==> config.mk <==
export PLATFORM = sky130hd
export DESIGN_NAME = serial_alu_seq
export DESIGN_NICKNAME = d
export VERILOG_FILES = /design/src/rtl/alu_pkg.sv /design/src/rtl/alu_bit_slice.sv /design/src/rtl/serial_alu_seq.sv
export SDC_FILE = /design/constraint.sdc
export NUM_CORES = 1
export LEC_CHECK = 0
export CAP_MARGIN = 20
export CELL_PAD_IN_SITES_DETAIL_PLACEMENT = 0
export CELL_PAD_IN_SITES_GLOBAL_PLACEMENT = 2
export CORE_MARGIN = 2
export CORE_UTILIZATION = 29
export CTS_BUF_LIST = sky130_fd_sc_hd__clkbuf_8
export DETAILED_ROUTE_END_ITERATION = 8
export HOLD_SLACK_MARGIN = 0.1
export PLACE_DENSITY = 0.84
export SLEW_MARGIN = 20
export SYNTH_ARGS = -nofsm -noshare
export SYNTH_HDL_FRONTEND = slang
export SYNTH_SLANG_ARGS = --single-unit
==> constraint.sdc <==
create_clock -name clk -period 2.08 [get_ports clk]
set_input_delay 0.416 -clock clk [delete_from_list [all_inputs] [get_ports clk]]
set_output_delay 0.416 -clock clk [all_outputs]
set_load 0.005 [all_outputs]
==> src/rtl/alu_pkg.sv <==
// Opcode encodings and sequencer state type shared by the serial ALU and its issuer.
package alu_pkg;

    localparam logic [2:0] OPC_RV0  = 3'b000;
    localparam logic [2:0] OPC_OR   = 3'b001;
    localparam logic [2:0] OPC_ADD  = 3'b010;
    localparam logic [2:0] OPC_SUB  = 3'b011;
    localparam logic [2:0] OPC_RV1  = 3'b100;
    localparam logic [2:0] OPC_XNOR = 3'b101;
    localparam logic [2:0] OPC_AND  = 3'b110;
    localparam logic [2:0] OPC_XOR  = 3'b111;

    typedef enum logic [2:0] {
        OP_RV0  = OPC_RV0,
        OP_OR   = OPC_OR,
        OP_ADD  = OPC_ADD,
        OP_SUB  = OPC_SUB,
        OP_RV1  = OPC_RV1,
        OP_XNOR = OPC_XNOR,
        OP_AND  = OPC_AND,
        OP_XOR  = OPC_XOR
    } alu_op_t;

    typedef enum logic [1:0] {
        S_IDLE  = 2'd0,
        S_SHIFT = 2'd1,
        S_DONE  = 2'd2
    } seq_state_t;

endpackage

==> src/rtl/alu_bit_slice.sv <==
// One-bit ALU slice: combines the current operand bits with the running
// carry/flag bit c and produces the result bit and the next flag value.
module alu_bit_slice
    import alu_pkg::*;
(
    input  logic    a,
    input  logic    b,
    input  logic    c,
    input  alu_op_t op,
    output logic    out,
    output logic    cout
);

    // Per-opcode result bit and flag update; the flag opcodes with op[2]=1
    // start at 1 and accumulate with AND, the rest start at 0.
    always_comb begin
        out  = 1'b0;
        cout = c;
        case (op)
            OP_RV0: begin
                out  = a;
                cout = c;
            end
            OP_OR: begin
                out  = a | b;
                cout = c | a | b;
            end
            OP_ADD: begin
                out  = a ^ b ^ c;
                cout = (a & b) | (a & c) | (b & c);
            end
            OP_SUB: begin
                out  = a ^ b ^ c;
                cout = (~a & b) | (~a & c) | (b & c);
            end
            OP_RV1: begin
                out  = a & ~b;
                cout = c & a & ~b;
            end
            OP_XNOR: begin
                out  = ~(a ^ b);
                cout = c & ~(a ^ b);
            end
            OP_AND: begin
                out  = a & b;
                cout = c & a & b;
            end
            OP_XOR: begin
                out  = a ^ b;
                cout = c & (a ^ b);
            end
            default: begin
                out  = 1'b0;
                cout = c;
            end
        endcase
    end

endmodule

==> src/rtl/serial_alu_seq.sv <==
// Bit-serial ALU sequencer: accepts one WIDTH-bit operation, runs it LSB
// first through a single alu_bit_slice, and presents result plus flag.
//
//   state   | meaning
//   --------+-----------------------------------------------------------
//   S_IDLE  | in_ready=1, waiting for a request
//   S_SHIFT | one bit per cycle through the slice, cnt counts 0..WIDTH-1
//   S_DONE  | out_valid=1, result and flag held until out_ready
module serial_alu_seq
    import alu_pkg::*;
#(
    parameter int WIDTH = 32
) (
    input  logic             clk,
    input  logic             rst,
    input  logic             in_valid,
    output logic             in_ready,
    input  logic [WIDTH-1:0] in_a,
    input  logic [WIDTH-1:0] in_b,
    input  logic [2:0]       in_op,
    output logic             out_valid,
    input  logic             out_ready,
    output logic [WIDTH-1:0] out_result,
    output logic             out_flag
);

    localparam int             CW       = $clog2(WIDTH);
    localparam logic [CW-1:0]  CNT_LAST = CW'(WIDTH - 1);

    seq_state_t       state_q;
    seq_state_t       state_d;
    logic [WIDTH-1:0] a_q;
    logic [WIDTH-1:0] b_q;
    logic [WIDTH-1:0] res_q;
    alu_op_t          op_q;
    logic             flag_q;
    logic [CW-1:0]    cnt_q;
    logic             bit_out;
    logic             bit_cout;

    alu_bit_slice u_slice (
        .a    (a_q[0]),
        .b    (b_q[0]),
        .c    (flag_q),
        .op   (op_q),
        .out  (bit_out),
        .cout (bit_cout)
    );

    // Handshake outputs depend on state only, never on the partner's valid/ready.
    assign in_ready   = (state_q == S_IDLE);
    assign out_valid  = (state_q == S_DONE);
    assign out_result = res_q;
    assign out_flag   = flag_q;

    // State register.
    always_ff @(posedge clk) begin
        if (rst) begin
            state_q <= S_IDLE;
        end else begin
            state_q <= state_d;
        end
    end

    // Next-state logic.
    always_comb begin
        state_d = state_q;
        case (state_q)
            S_IDLE:  if (in_valid)          state_d = S_SHIFT;
            S_SHIFT: if (cnt_q == CNT_LAST) state_d = S_DONE;
            S_DONE:  if (out_ready)         state_d = S_IDLE;
            default:                        state_d = S_IDLE;
        endcase
    end

    // Operand/result shift registers, flag register and bit counter.
    always_ff @(posedge clk) begin
        if (rst) begin
            a_q    <= '0;
            b_q    <= '0;
            res_q  <= '0;
            op_q   <= OP_RV0;
            flag_q <= 1'b0;
            cnt_q  <= '0;
        end else begin
            case (state_q)
                S_IDLE: begin
                    if (in_valid) begin
                        a_q    <= in_a;
                        b_q    <= in_b;
                        op_q   <= alu_op_t'(in_op);
                        flag_q <= in_op[2];
                        cnt_q  <= '0;
                    end
                end
                S_SHIFT: begin
                    a_q    <= {1'b0, a_q[WIDTH-1:1]};
                    b_q    <= {1'b0, b_q[WIDTH-1:1]};
                    res_q  <= {bit_out, res_q[WIDTH-1:1]};
                    flag_q <= bit_cout;
                    // Explicit wrap keeps non-power-of-two widths clean.
                    cnt_q  <= (cnt_q == CNT_LAST) ? '0 : cnt_q + 1'b1;
                end
                default: begin
                end
            endcase
        end
    end

endmodule
==> results.yml <==
clocking:
  clk_pin_slew_ns: 0.09
  clock_tree.root_cell: "clkbuf_8"
  cts-htree-levels: 3
  ctsHoldBuffers: 0
  cts.sinks: 107
  cts_tree: "yes"
  clockBufferDepth: 2
  cts_setup_buffers: 0
  clk_latency_ns: 0.38
  cts_made_buffers: 9
layout:
  fin_util_pct: 38.7
  drive_above_1_share_pct: 6.24
  syn_to_final_growth_pct: 32.0
  final_cell_mix: "nand2_1, dfxtp_1, clkdlybuf4s50_1"
  final_common_cell: "nand2_1"
  fin_nets: 746
  stdcell_count: 889
  stdcell_area_mm2: 0.00609
  n_antenna_cell: 0
synthesis:
  synth_area_per_cell_um2: 7.83
  yosys.area_share.xor_xnor_pct: 0.380
  netlist_instances: 589
  synth.distinct_cells: 35
  synthesis.area_mm2: 0.00461
  syn_nets: 667
  synth_compound_area_share_pct: 18.9
  synthSimpleGateAreaFrac_pct: 25.4
  synth-seq-area-share_pct: 46.4
  ys_ff_latch: 107
  synth_fa_ha_area_share_pct: 1.90
  synth_top_family_by_area: "simple AND/OR/NAND/NOR gates"
  synth.area.mux_share_pct: 0.895
  ys_warn_count: 0
floorplanning:
  dieArea_mm2: 0.0169
  std_cell_rows: 46
  core_mm2: 0.0157
  io_pins: 106
  die_h_um: 130
  chipWidth_um: 130
  start_util_pct: 29.4
critical_path:
  crit_required_ns: 1.66
  critPathKind: "reg2out"
  cp-start-kind: "flop"
  path_max_fanout: 6
  critPathCaptureType: "primary output"
  arrival_ns: 1.52
worst_hold_path:
  hold_path.class: "in2reg"
detailed_routing:
  drt-initial-drc-count: 338
  wl_per_cell_um: 13.0
  totalWireLength_um: 11600
  vias: 4251
  dr.pass1.iters: 4
  drc: 0
  viasPerCell: 4.78
  ant_nets: 0
global_routing:
  grt_pass1_vias: 4029
  grt_pass1_wl_um: 19100
  grt_start_max_net_pins: 60
  antenna_found_initial: 0
  grt.overflow.total: 0
  grt_use_total_pct: 14.0
placed_design:
  dp.cells: 873
  placedInstanceArea_mm2: 0.00589
  hpwl_um: 7670
  pre_cts_slack_ns: 0.0763
  io_buffer_count: 105
  routabilityCongestion: 0.775
power:
  p_leak_nw: 2.17
  powerDensity_mw_per_mm2: 677
  design_power_total_mw: 4.12
  peakVddDrop_mv: 0.353
sta:
  finalHoldViolCount: 0
  rsz0062_at_grt: "no"
  fmax_ghz: 0.515
  finalClockSkew_ns: 0.00714
  slew_violations: 0
  worstMarginPinSlew_ns: 0.406
  setup_viol_count_final: 0
  worst_slack_ns: 0.140
  period_share_pct: 93.3
  slew_headroom_pct: 72.9
  post-route-min-period_ns: 1.94
  hold_ws_ns: 0.428
  finalSetupTns_ns: 0
run:
  maxCapViolCount: 0
status:
  status: "finished clean"
==> cell families (layout without fill, tap and decap cells) <==
| logic type | after synthesis | in the layout |
|---|---|---|
| xor+xnor | 2 | 2 |
| buf+inv | 58 | 142 |
| fa+ha+maj | 7 | 7 |
| mux | 4 | 4 |
| compound gates | 117 | 117 |
| simple gates | 294 | 294 |
| flops | 107 | 107 |
==> Yosys cell counts <==
library cell	instances	area share (%)
nand4b_1	1	0.19
nor3b_2	1	0.27
nand3b_1	3	0.49
nand2_1	198	16
a311oi_1	60	11
nand4_1	1	0.14
o221ai_1	1	0.19
dfxtp_1	107	46
o21ai_1	1	0.11
nor2_1	69	5.6
mux2_2	1	0.24
and3_1	2	0.27
mux2i_1	3	0.65
xnor2_1	1	0.19
ha_1	7	1.9
o21ai_0	2	0.22
inv_1	6	0.49
nor3_1	7	0.76
nand2b_1	2	0.27
buf_2	31	3.4
a21o_1	1	0.16
o32ai_1	2	0.38
a21oi_1	43	4.7
buf_6	1	0.24
buf_1	3	0.24
nor4_1	3	0.41
buf_4	5	0.81
a311oi_2	4	1.3
o22ai_1	1	0.14
clkbuf_1	12	0.98
o41ai_1	1	0.19
a22oi_1	1	0.16
xor2_1	1	0.19
nand3_1	4	0.43
nor2b_1	3	0.41
==> worst max-delay path, cell delays in order, from the launching register on <==
cell and delay (ns):
dfxtp_2 0.42, nor2b_2 0.22, clkdlybuf4s50_1 0.52
==> flip-flops by register name, summed over array words and instances, names as in the netlist <==
signal and cells:
out_flag 1, b_q 32, state_q 2, a_q 32, op_q 3, out_result 32, cnt_q 5
==> layout make-up <==
cell class              instances  area [µm²]
repair buffers                120        1250
inverters                       6        22.5
flip-flops and latches        107        2140
clock buffers                  13         179
multi-input cells             424        2210
well taps                     216         270
fillers                      1634        9620
clock inverters                 3        12.5
==> path summary, 6_finish.rpt <==
| path | startpoint | endpoint | slack [ns] | depth (start not counted) |
|---|---|---|---|---|
| max reg2reg | b_q[0] | out_flag | 0.35 | 6 |
| max | state_q[1] | out_valid | 0.14 | 2 |
| min reg2reg | out_result[11] | out_result[10] | 0.47 | 2 |
| min | rst | cnt_q[0] | 0.43 | 2 |
==> where the power goes <==
| group | switching, mW | internal [mW] | total [mW] |
|---|---|---|---|
| logic | 0.333 | 0.311 | 0.644 |
| registers | 0.0722 | 2.17 | 2.24 |
| clock network | 0.681 | 0.558 | 1.24 |
==> metal layers <==
metal	up-vias	share of wire (%)	track usage, %
li1	2170	-	-
met1	1972	47	18.0
met2	94	45	22.2
met3	15	6.6	4.96
met4	0	1.8	4.17
met5	-	0	0
==> repair_timing <==
item	in CTS	in global routing
resized for setup	1	2
pin swaps	0	0
endpoints found under the setup margin	1	1
cloned	0	0
Power figures use the tool's default switching activity.
